<file path="config.mk">
export PLATFORM = sky130hd
export DESIGN_NAME = frame_parity_unit_flat
export DESIGN_NICKNAME = d
export VERILOG_FILES = /design/src/rtl/frame_parity_unit_if.sv /design/src/rtl/frame_parity_unit.sv /design/src/flat_wrapper.sv
export SDC_FILE = /design/constraint.sdc
export NUM_CORES = 1
export LEC_CHECK = 0
export BUFFER_PORTS_ARGS = -buffer_cell sky130_fd_sc_hd__buf_2
export CAP_MARGIN = 20
export CORE_UTILIZATION = 45
export CTS_CLUSTER_SIZE = 40
export DETAILED_ROUTE_END_ITERATION = 12
export GPL_TIMING_DRIVEN = 0
export PLACE_DENSITY = 0.71
export SYNTH_ARGS = -nofsm -noshare
export SYNTH_HDL_FRONTEND = slang
export SYNTH_SLANG_ARGS = --single-unit
</file>
<file path="constraint.sdc">
create_clock -name clk -period 1.3 [get_ports clk]
set_input_delay 0.26 -clock clk [delete_from_list [all_inputs] [get_ports clk]]
set_output_delay 0.26 -clock clk [all_outputs]
set_load 0.005 [all_outputs]
</file>
<file path="src/rtl/frame_parity_unit_if.sv">
// Stream bundle for frame_parity_unit: input beats, mode and buffered result.
// PARITY_CHECK_EN adds exp_parity and out_error.
interface frame_parity_unit_if #(
   parameter int WIDTH     = 8,
   parameter int MAX_WORDS = 16
);
   localparam int CW = $clog2(MAX_WORDS + 1);

   logic             mode;
   logic             in_valid;
   logic             in_ready;
   logic [WIDTH-1:0] in_data;
   logic             in_last;
   logic             out_valid;
   logic             out_ready;
   logic             out_parity;
   logic [CW-1:0]    out_count;
   logic             out_overflow;
`ifdef PARITY_CHECK_EN
   logic             exp_parity;
   logic             out_error;
`endif

   modport master (
      output mode, in_valid, in_data, in_last, out_ready,
`ifdef PARITY_CHECK_EN
      output exp_parity,
      input  out_error,
`endif
      input  in_ready, out_valid, out_parity, out_count, out_overflow
   );

   modport slave (
      input  mode, in_valid, in_data, in_last, out_ready,
`ifdef PARITY_CHECK_EN
      input  exp_parity,
      output out_error,
`endif
      output in_ready, out_valid, out_parity, out_count, out_overflow
   );
endinterface

</file>
<file path="src/rtl/frame_parity_unit.sv">
// Per-frame parity accumulator with one-entry result buffer.
// PARITY_CHECK_EN adds an expected-parity compare and out_error.
module frame_parity_unit #(
   parameter int WIDTH     = 8,
   parameter int MAX_WORDS = 16
) (
   input logic                clk,
   input logic                rst_n,
   frame_parity_unit_if.slave bus
);
   localparam int CW = $clog2(MAX_WORDS + 1);
   localparam logic [CW-1:0] MAXC = CW'(MAX_WORDS);
   localparam logic [CW-1:0] ONE  = CW'(1);

   typedef enum logic [1:0] {IDLE, ACCUM, HOLD} state_t;

   state_t        state, nxt;
   logic          acc, ovf, mode_q;
   logic [CW-1:0] count;
   logic          take, beat_par, acc_nxt, mode_eff, par_fin, ovf_nxt;
   logic [CW-1:0] cnt_nxt;

   assign bus.in_ready = (state != HOLD);

   always_comb begin
      nxt      = state;
      take     = bus.in_valid && (state != HOLD);
      beat_par = ^bus.in_data;
      acc_nxt  = beat_par;
      cnt_nxt  = ONE;
      ovf_nxt  = 1'b0;
      mode_eff = bus.mode;
      unique case (state)
         IDLE: begin
            if (take) nxt = bus.in_last ? HOLD : ACCUM;
         end
         ACCUM: begin
            acc_nxt  = acc ^ beat_par;
            mode_eff = mode_q;
            ovf_nxt  = ovf;
            // saturate; the extra word still counts toward parity
            if (count == MAXC) begin
               cnt_nxt = MAXC;
               ovf_nxt = 1'b1;
            end else begin
               cnt_nxt = count + ONE;
            end
            if (take && bus.in_last) nxt = HOLD;
         end
         HOLD: begin
            if (bus.out_ready) nxt = IDLE;
         end
         default: nxt = IDLE;
      endcase
      par_fin = acc_nxt ^ mode_eff;
   end

   always_ff @(posedge clk or negedge rst_n) begin
      if (!rst_n) state <= IDLE;
      else        state <= nxt;
   end

   always_ff @(posedge clk or negedge rst_n) begin
      if (!rst_n) begin
         acc              <= 1'b0;
         count            <= '0;
         ovf              <= 1'b0;
         mode_q           <= 1'b0;
         bus.out_valid    <= 1'b0;
         bus.out_parity   <= 1'b0;
         bus.out_count    <= '0;
         bus.out_overflow <= 1'b0;
`ifdef PARITY_CHECK_EN
         bus.out_error    <= 1'b0;
`endif
      end else if (take) begin
         acc   <= acc_nxt;
         count <= cnt_nxt;
         ovf   <= ovf_nxt;
         if (state == IDLE) mode_q <= bus.mode;
         if (bus.in_last) begin
            bus.out_valid    <= 1'b1;
            bus.out_parity   <= par_fin;
            bus.out_count    <= cnt_nxt;
            bus.out_overflow <= ovf_nxt;
`ifdef PARITY_CHECK_EN
            bus.out_error    <= par_fin ^ bus.exp_parity;
`endif
         end
      end else if (state == HOLD && bus.out_ready) begin
         bus.out_valid <= 1'b0;
         acc           <= 1'b0;
         count         <= '0;
         ovf           <= 1'b0;
      end
   end
endmodule

</file>
<file path="src/flat_wrapper.sv">
// flat-port wrapper written by rule: the top's interface ports become plain ports
module frame_parity_unit_flat 
#(
   parameter int WIDTH     = 8,
   parameter int MAX_WORDS = 16
)
  (clk, rst_n, bus_mode, bus_in_valid, bus_in_data, bus_in_last, bus_out_ready, bus_in_ready, bus_out_valid, bus_out_parity, bus_out_count, bus_out_overflow);
  frame_parity_unit_if #(.WIDTH(WIDTH), .MAX_WORDS(MAX_WORDS)) bus_i ();
  input logic clk;
  input logic rst_n;
  input wire logic [$bits(bus_i.mode)-1:0] bus_mode;
  input wire logic [$bits(bus_i.in_valid)-1:0] bus_in_valid;
  input wire logic [$bits(bus_i.in_data)-1:0] bus_in_data;
  input wire logic [$bits(bus_i.in_last)-1:0] bus_in_last;
  input wire logic [$bits(bus_i.out_ready)-1:0] bus_out_ready;
  output wire logic [$bits(bus_i.in_ready)-1:0] bus_in_ready;
  output wire logic [$bits(bus_i.out_valid)-1:0] bus_out_valid;
  output wire logic [$bits(bus_i.out_parity)-1:0] bus_out_parity;
  output wire logic [$bits(bus_i.out_count)-1:0] bus_out_count;
  output wire logic [$bits(bus_i.out_overflow)-1:0] bus_out_overflow;
  assign bus_i.mode = bus_mode;
  assign bus_i.in_valid = bus_in_valid;
  assign bus_i.in_data = bus_in_data;
  assign bus_i.in_last = bus_in_last;
  assign bus_i.out_ready = bus_out_ready;
  assign bus_in_ready = bus_i.in_ready;
  assign bus_out_valid = bus_i.out_valid;
  assign bus_out_parity = bus_i.out_parity;
  assign bus_out_count = bus_i.out_count;
  assign bus_out_overflow = bus_i.out_overflow;
  frame_parity_unit #(.WIDTH(WIDTH), .MAX_WORDS(MAX_WORDS)) u_core (.clk(clk), .rst_n(rst_n), .bus(bus_i));
endmodule
</file>
# --- Word level (Yosys, flattened, before mapping) ---
# Index checks and enable logic that the tools add are counted.
classes:
  eq_ne: 8
  mux: 18
  n_addsub: 1
  bitwise_logic: 2
  reduce_logical: 10
op_table:
  columns: ["op", "n"]
  rows:
  - ["5-bit 2-to-1 mux", 4]
  - ["1-bit 2-to-1 mux", 9]
  - ["2-bit 2-to-1 mux", 4]
  - ["8-bit XOR reduction", 1]
  - ["2-bit != test (second input constant)", 3]
  - ["2-bit case mux with 3 select lines", 1]
  - ["2-bit AND reduction", 3]
  - ["5-bit by 1-bit adder with 5-bit output (second input constant)", 1]
  - ["5-bit == test (second input constant)", 1]
  - ["2-bit by 1-bit != test with 1-bit output (second input constant)", 2]
  - ["1-bit logical AND", 3]
  - ["3-bit AND reduction", 1]
  - ["2-bit by 1-bit == test with 1-bit output (second input constant)", 1]
  - ["2-bit == test (second input constant)", 1]
  - ["2-bit logical NOT", 1]
  - ["2-bit nonzero test", 1]
  - ["1-bit bitwise XOR", 2]
totals:
  regBits: 18
  wordCells: 48
  in_bits: 14
  out_inout_bits: 9

# --- Depth between registers and ports, before layout ---
# Gate-level depths: netlist (run 1).
logic_depth:
  word_depth: 5
  depth_mapped: 7
  ltp_nobuf: 6

# --- Worst setup path before layout (run 1) ---
# No wires, ideal clock.
synth_timing:
  path_type: "reg-to-reg"
  start: "register u_core.count[0]"
  end: "register u_core.bus.out_count[4]"
  period_less_slack_ps: 1315
  path_stages_with_launch: 6
  arrival_time_ps: 1190
  n_path_buf: 0
  path_slack_ps: -15
  required_ps: 1175
  setup_ps: 125
  cell_sequence: "dfrtp_1 -> ha_1 -> nand3_1 -> xor2_1 -> nor2_1 -> mux2_2"
synth_via:
  elab_chain_len: 3
  word_cells_on_any_way: 4
  cone_classes: "add/sub (1); eq/ne (1); mux (2)"
synth_rtl:
  columns: ["item", "line_no", "rtl"]
  rows:
  - ["start, declared", "frame_parity_unit.sv:19", "logic [CW-1:0] count;"]
  - ["start signal, assigned", "frame_parity_unit.sv:78", "count <= cnt_nxt;"]
  - ["5-bit by 1-bit adder with 5-bit output / 5-bit == test (equally long branches)", "frame_parity_unit.sv:46, frame_parity_unit.sv:42", null]
  - ["5-bit 2-to-1 mux *", "frame_parity_unit.sv:42", "if (count == MAXC) begin"]
  - ["5-bit 2-to-1 mux *", "frame_parity_unit.sv:33", "unique case (state)"]
  - ["end signal, assigned", "frame_parity_unit.sv:84", "bus.out_count <= cnt_nxt;"]
  - ["end, declared", "frame_parity_unit_if.sv:39", "output in_ready, out_valid, out_parity, out_count, out_overflow"]
# Mark *: on every way between the ends. The rest lies on a longest branch, timed or not.
# A chain may end at the register's enable or synchronous reset.

# --- Worst setup path in the final report (run 1) ---
layout_timing:
  start: "register u_core.state[0]"
  end: "output bus_in_ready"
layout_via:
  elab_chain_len: 1
layout_rtl:
  columns: ["item", "line_no", "rtl"]
  rows:
  - ["start, declared", "frame_parity_unit.sv:17", "state_t state, nxt;"]
  - ["start signal, assigned", "frame_parity_unit.sv:60", "else state <= nxt;"]
  - ["2-bit != test", "frame_parity_unit.sv:23", "assign bus.in_ready = (state != HOLD);"]
  - ["end, declared", "flat_wrapper.sv:16", "output wire logic [$bits(bus_i.in_ready)-1:0] bus_in_ready;"]
# No other way between the ends.

==> results_dict.tcl, run 1 <==
set metrics [dict create \
    power.density_mw_per_mm2 1220 \
    final.min_clock_period_ns 1.40 \
    drcViolationCount 0 \
    violations "setup timing" \
    status "complete, but fails checks" \
    crit_start "u_core.state[0]" \
    pwr-share-seq_pct 45.1 \
    synth_nets 114 \
    slew_viol_final 0 \
    fin_skew_ns 0.00538 \
    core_area_mm2 0.00200 \
    viasPerCell 5.37 \
    die-area_mm2 0.00237 \
    finalSetupViolations 6 \
    io_buffers 22 \
    leakagePower_nw 0.617 \
    hold_class "in -> reg" \
    critPathCaptureType "primary output" \
    syn_area_um2 982 \
    worst_slew_pin_slew_ns 0.405 \
    cp_data_required_time_ns 1.04 \
    crit_path_start_kind "flip-flop" \
    initial_core_util_pct 49.1 \
    max_slew_margin_pct 73.0 \
    clockPowerShare_pct 17.2 \
    dp.cells 147 \
    place_congestion 0.798 \
    clockBufferDepth 2 \
    ys_top_cells_by_area "dfrtp_1 (46%), xnor2_1 (8.0%), nand2_1 (5.0%)" \
    drt-initial-drc-count 16 \
    reg2regPathDepth 6 \
    yosysUniqueCellTypes 31 \
    fillCellCount 173 \
    die_w_um 48.7 \
    p_sw_share_pct 33.7 \
    finalHoldViolations 0 \
    reg2reg_to "u_core.acc" \
    overflow 0 \
    hp-start "bus_mode" \
    power_frac_comb_pct 37.6 \
    grt_pass1_vias 782 \
    rsz0062_at_grt "yes" \
    grt_antenna_before_repair 0 \
    yosysSeqAreaShare_pct 45.9 \
    cts_made_buffers 3 \
    drv_cap 0 \
    syn_to_final_growth_pct 33.4 \
    dr.pass1.iters 4 \
    clk_latency_ns 0.29 \
    p_int_mw 1.06 \
    diodes 0 \
    die_h_um 48.7 \
    arrival_ns 1.14 \
    cts_tree "built" \
    path_clk_slew_ns 0.10 \
    ys_seq_elements 18 \
    fin_ws_ns -0.103 \
    crit_path_end "bus_in_ready" \
    synth_cells 98 \
    r2r-start "u_core.state[0]" \
    dp_hpwl_mm 1.39 \
    finalNonFillerCells 158 \
    critical_path_class "reg -> out" \
    irDropWorstVdd_v 0.000640 \
    cts_root_buf "clkbuf_4" \
    regArea_um2 452 \
    htree_levels 1 \
    grt_pass1_wl_mm 3.33 \
    yosys_warnings 0 \
    cts.sinks 18 \
    rows 16 \
    clock.fmax_mhz 713 \
    io_pins 23 \
    p_sw_mw 0.540 \
    num_vias 849 \
    p_total_mw 1.60 \
    wl_per_cell_um 13.6 \
    syn_avg_cell_area_um2 10.0 \
    synth_area_leader_cell "dfrtp_1" \
    multi_input_area_um2 582 \
    nets 149 \
    ant_nets 0 \
    groute.usage.overall_pct 18.6 \
    synth.top_cell.area_share_pct 45.9 \
    crit_fanout 4 \
    ff2ff_setup_slack_ns -0.08 \
    grt_max_degree 19 \
    routed_wl_mm 2.15 \
    period_share_pct 108 \
    drive_gt1_share_pct 45.0 \
]
metrics by stage:
step           hold WS (ns)  setup TNS (ns)  util (%)  setup slack, ns  area [µm²]
2_1_floorplan       -0.0356               0         -           0.0260         985
3_3_place_gp          0.211          -0.397      56.4          -0.0724        1130
3_5_place_dp          0.215          -0.467      56.4          -0.0593        1130
4_1_cts               0.196         -0.0709      61.8          -0.0709        1240
5_1_grt               0.234          -0.571      65.4           -0.130        1310
6_report              0.230          -0.283      65.4           -0.103        1310
sequential cells by signal, indices dropped and copies added, names as in the netlist:
name                     cells
u_core.acc                   1
u_core.bus.out_count         5
u_core.bus.out_overflow      1
u_core.bus.out_parity        1
u_core.bus.out_valid         1
u_core.count                 5
u_core.mode_q                1
u_core.ovf                   1
u_core.state                 2
final cells by class:
type / count / area share, %
inverters: 4 / 1.53
well taps: 27 / 2.58
clock buffers: 3 / 1.72
repair buffers: 31 / 14.0
multi-input cells: 73 / 44.4
plain buffers: 2 / 1.24
flip-flops and latches: 18 / 34.5
cell usage after synthesis:
cell type and number:
nand3_4 1, o211ai_1 1, a21boi_2 1, xnor2_2 1, buf_4 1, ha_1 2, a21boi_0 1, a22o_1 2
o41ai_2 1, nand2b_1 1, o22ai_1 3, o21ai_1 4, a221oi_1 1, mux2_2 3, nand2_1 13, inv_4 1
nor2_1 7, o21ai_0 6, xnor2_1 9, and2b_4 1, nor2b_1 1, buf_2 2, nand3_1 4, dfrtp_1 18
a21oi_1 4, a31oi_1 1, a32o_1 1, and3_1 1, mux2i_1 1, xor2_1 2, inv_1 3
cells in the final DEF (no fill, tap or decap), drive strengths merged, types with 4 or more instances in the layout:
master,n
buf,32
a21oi,4
xnor2,10
nand2,13
nor2,7
nand3,5
dfrtp,18
inv,4
o21ai,10
metal layers:
| layer | up-vias | share of wire (%) | GRT usage (%) |
|---|---|---|---|
| met3 | 5 | 5.7 | 2.83 |
| met2 | 36 | 48 | 30.3 |
| met4 | 0 | 1.8 | 10.8 |
| met5 | - | 0 | 0 |
| li1 | 405 | - | - |
| met1 | 403 | 44 | 23.2 |
kinds of logic (layout without fill, tap and decap cells):
family,count (synthesis),count (layout),share of synthesized area (%)
mux,4,4,4.46
fa+ha+maj,2,2,2.55
flops,18,18,45.9
simple gates,29,29,14.4
buf+inv,7,40,3.57
compound gates,26,26,17.7
xor+xnor,12,12,11.5
worst min-delay path by stage:
stage | endpoint | slack, ns | cells after the start
after global routing | u_core.mode_q | 0.23 | 2
after floorplan | u_core.acc | -0.04 | 0
after detailed placement | u_core.bus.out_valid | 0.21 | 1
after global placement | u_core.bus.out_parity | 0.21 | 1
after CTS | u_core.count[0] | 0.20 | 2
final | u_core.mode_q | 0.23 | 2
power groups by stage:
stage / clock network [mW] / logic (mW) / registers (mW)
finish: 0.276 / 0.604 / 0.724
global route: 0.307 / 0.654 / 0.737
CTS: 0.281 / 0.528 / 0.719
detailed placement: 0 / 0.468 / 0.730
global placement: 0 / 0.453 / 0.726
floorplan: 0 / 0.323 / 0.723
timing repair:
action                                  4_1_cts  5_1_grt
cloned                                        0        1
hold buffers                                  1        0
endpoints found under the setup margin       15       14
pin swaps                                     3       10
buffers inserted                              6        1
resized for setup                            10       17
endpoints found under the hold margin        18        0
critical path, cell delays in order, from the launching register on:
cell and delay [ns]:
dfrtp_1 0.40, and2b_4 0.29, inv_6 0.05, buf_6 0.11
(Power assumes the default switching activity.)
==> run 2, diff against run 1 <==
- HOLD_SLACK_MARGIN: unset -> 0.12
- REMOVE_ABC_BUFFERS: unset -> 1
==> results_dict.tcl, run 2 (synthesized netlist as in run 1, its figures left out) <==
set metrics [dict create \
    finalSetupViolations 3 \
    drt-initial-drc-count 9 \
    cp_data_required_time_ns 1.04 \
    multi_input_area_um2 566 \
    wl_per_cell_um 12.7 \
    worst_slew_pin_slew_ns 0.408 \
    critPathCaptureType "primary output" \
    fin_skew_ns 0.00681 \
    finalNonFillerCells 160 \
    cts_root_buf "clkbuf_4" \
    status "complete, but fails checks" \
    drive_gt1_share_pct 48.1 \
    fin_area_mm2 0.00133 \
    clock.fmax_mhz 726 \
    postPlaceCellArea_mm2 0.00111 \
    slew_viol_final 0 \
    utilization_pct 66.4 \
    drcViolationCount 0 \
    finalHoldViolations 0 \
    crit_start "u_core.state[0]" \
    syn_to_final_growth_pct 35.4 \
    viasPerCell 5.14 \
    htree_levels 1 \
    clockBufferDepth 2 \
    leakagePower_nw 0.601 \
    arrival_ns 1.12 \
    cts.sinks 18 \
    die_h_um 48.7 \
    path_cells "and2b_4, inv_6, buf_6" \
    initial_core_util_pct 49.1 \
    hp-start "bus_out_ready" \
    period_share_pct 106 \
    regArea_um2 454 \
    rows 16 \
    final.min_clock_period_ns 1.38 \
    dr.pass1.iters 4 \
    diodes 0 \
    dp.cells 144 \
    worst-path-buf-inv 2 \
    power.density_mw_per_mm2 1260 \
    clk_latency_ns 0.30 \
    io_buffers 22 \
    dp_hpwl_mm 1.37 \
    layout_common_cells "buf_2 (21), dfrtp_1 (15), nand2_1 (10)" \
    cts_tree "built" \
    critPathTopFamily "flip-flops" \
    die_w_um 48.7 \
    rsz0062_at_grt "yes" \
    r2r-start "u_core.count[1]" \
    max_slew_margin_pct 72.8 \
    slowest_stage "dfrtp_1" \
    critical_path_class "reg -> out" \
    groute.usage.overall_pct 18.9 \
    crit_path_start_kind "flip-flop" \
    ant_nets 0 \
    overflow 0 \
    grt_pass1_wl_mm 3.41 \
    max_stage_delay_ns 0.39 \
    io_pins 23 \
    p_total_mw 1.68 \
    final_common_cell "buf_2" \
    grt_max_degree 19 \
    violations "setup timing" \
    irDropWorstVdd_v 0.000971 \
    die-area_mm2 0.00237 \
    path_clk_slew_ns 0.10 \
    top_regs "u_core.bus.out_count (5), u_core.count (5), u_core.state (2)" \
    crit_fanout 5 \
    fin_ws_ns -0.0772 \
    num_vias 822 \
    routed_wl_mm 2.03 \
    nets 150 \
    hold_class "in -> reg" \
    cts_made_buffers 3 \
    grt_antenna_before_repair 0 \
    fillCellCount 170 \
    grt_pass1_vias 779 \
    place_congestion 0.814 \
    drv_cap 0 \
    core_area_mm2 0.00200 \
    timing.hold.ws_ns 0.201 \
]
## run 2: cell count changes in the layout (fill, tap and decap cells not counted), sizes merged
cell / before / now
buf: 32 / 33
clkbuf: 3 / 4
## run 2: metal layers
metal	routed length (µm)	track usage, %	vias to the layer above
li1	-	-	410
met1	910	23.3	384
met2	1000	32.6	26
met3	97	4.72	2
met4	21	4.90	0
met5	0	0	-
## run 2: area by class of cell
type,count,area share [%]
sequential,18,34.1
inverter,4,1.51
clock buffer,4,2.73
tap,27,2.54
timing repair buffer,34,16.6
multi-input combinational,73,42.5
## run 2: path summary, 6_finish.rpt
kind | end | slack [ns] | cells after the start
min in group asynchronous | u_core.bus.out_count[1] | 0.40 | 2
worst max register to register | u_core.bus.out_count[4] | -0.04 | 5
worst min register to register | u_core.bus.out_count[2] | 0.49 | 2
worst min-delay path | u_core.count[0] | 0.20 | 2
max in group asynchronous | u_core.count[0] | 0.57 | 2
worst max-delay path | bus_in_ready | -0.08 | 3
## run 2: worst reg2reg max path, cell delays in order, from the launching register on
cell	delay [ns]
dfrtp_2	0.47
ha_4	0.18
nand3_2	0.08
xor2_1	0.17
nor2_1	0.08
mux2_2	0.26
## run 2: stage by stage
step | setup WS, ns | setup TNS, ns
after global placement | -0.120 | -0.557
after floorplan | -0.0274 | -0.0548
after global routing | -0.118 | -0.441
final | -0.0772 | -0.125
after CTS | -0.0885 | -0.145
after detailed placement | -0.163 | -0.814
## run 2: report_power, final
part           internal (mW)  switching [mW]
sequential             0.653          0.0836
clock                  0.171           0.179
combinational          0.311           0.278
## run 2: repair_timing
item | in CTS | in global routing
setup buffers | 9 | 2
hold endpoints to repair | 18 | 0
setup endpoints to repair | 12 | 13
pin swaps | 3 | 6
gates resized for setup | 13 | 16
gates cloned | 0 | 0
hold buffers | 1 | 0
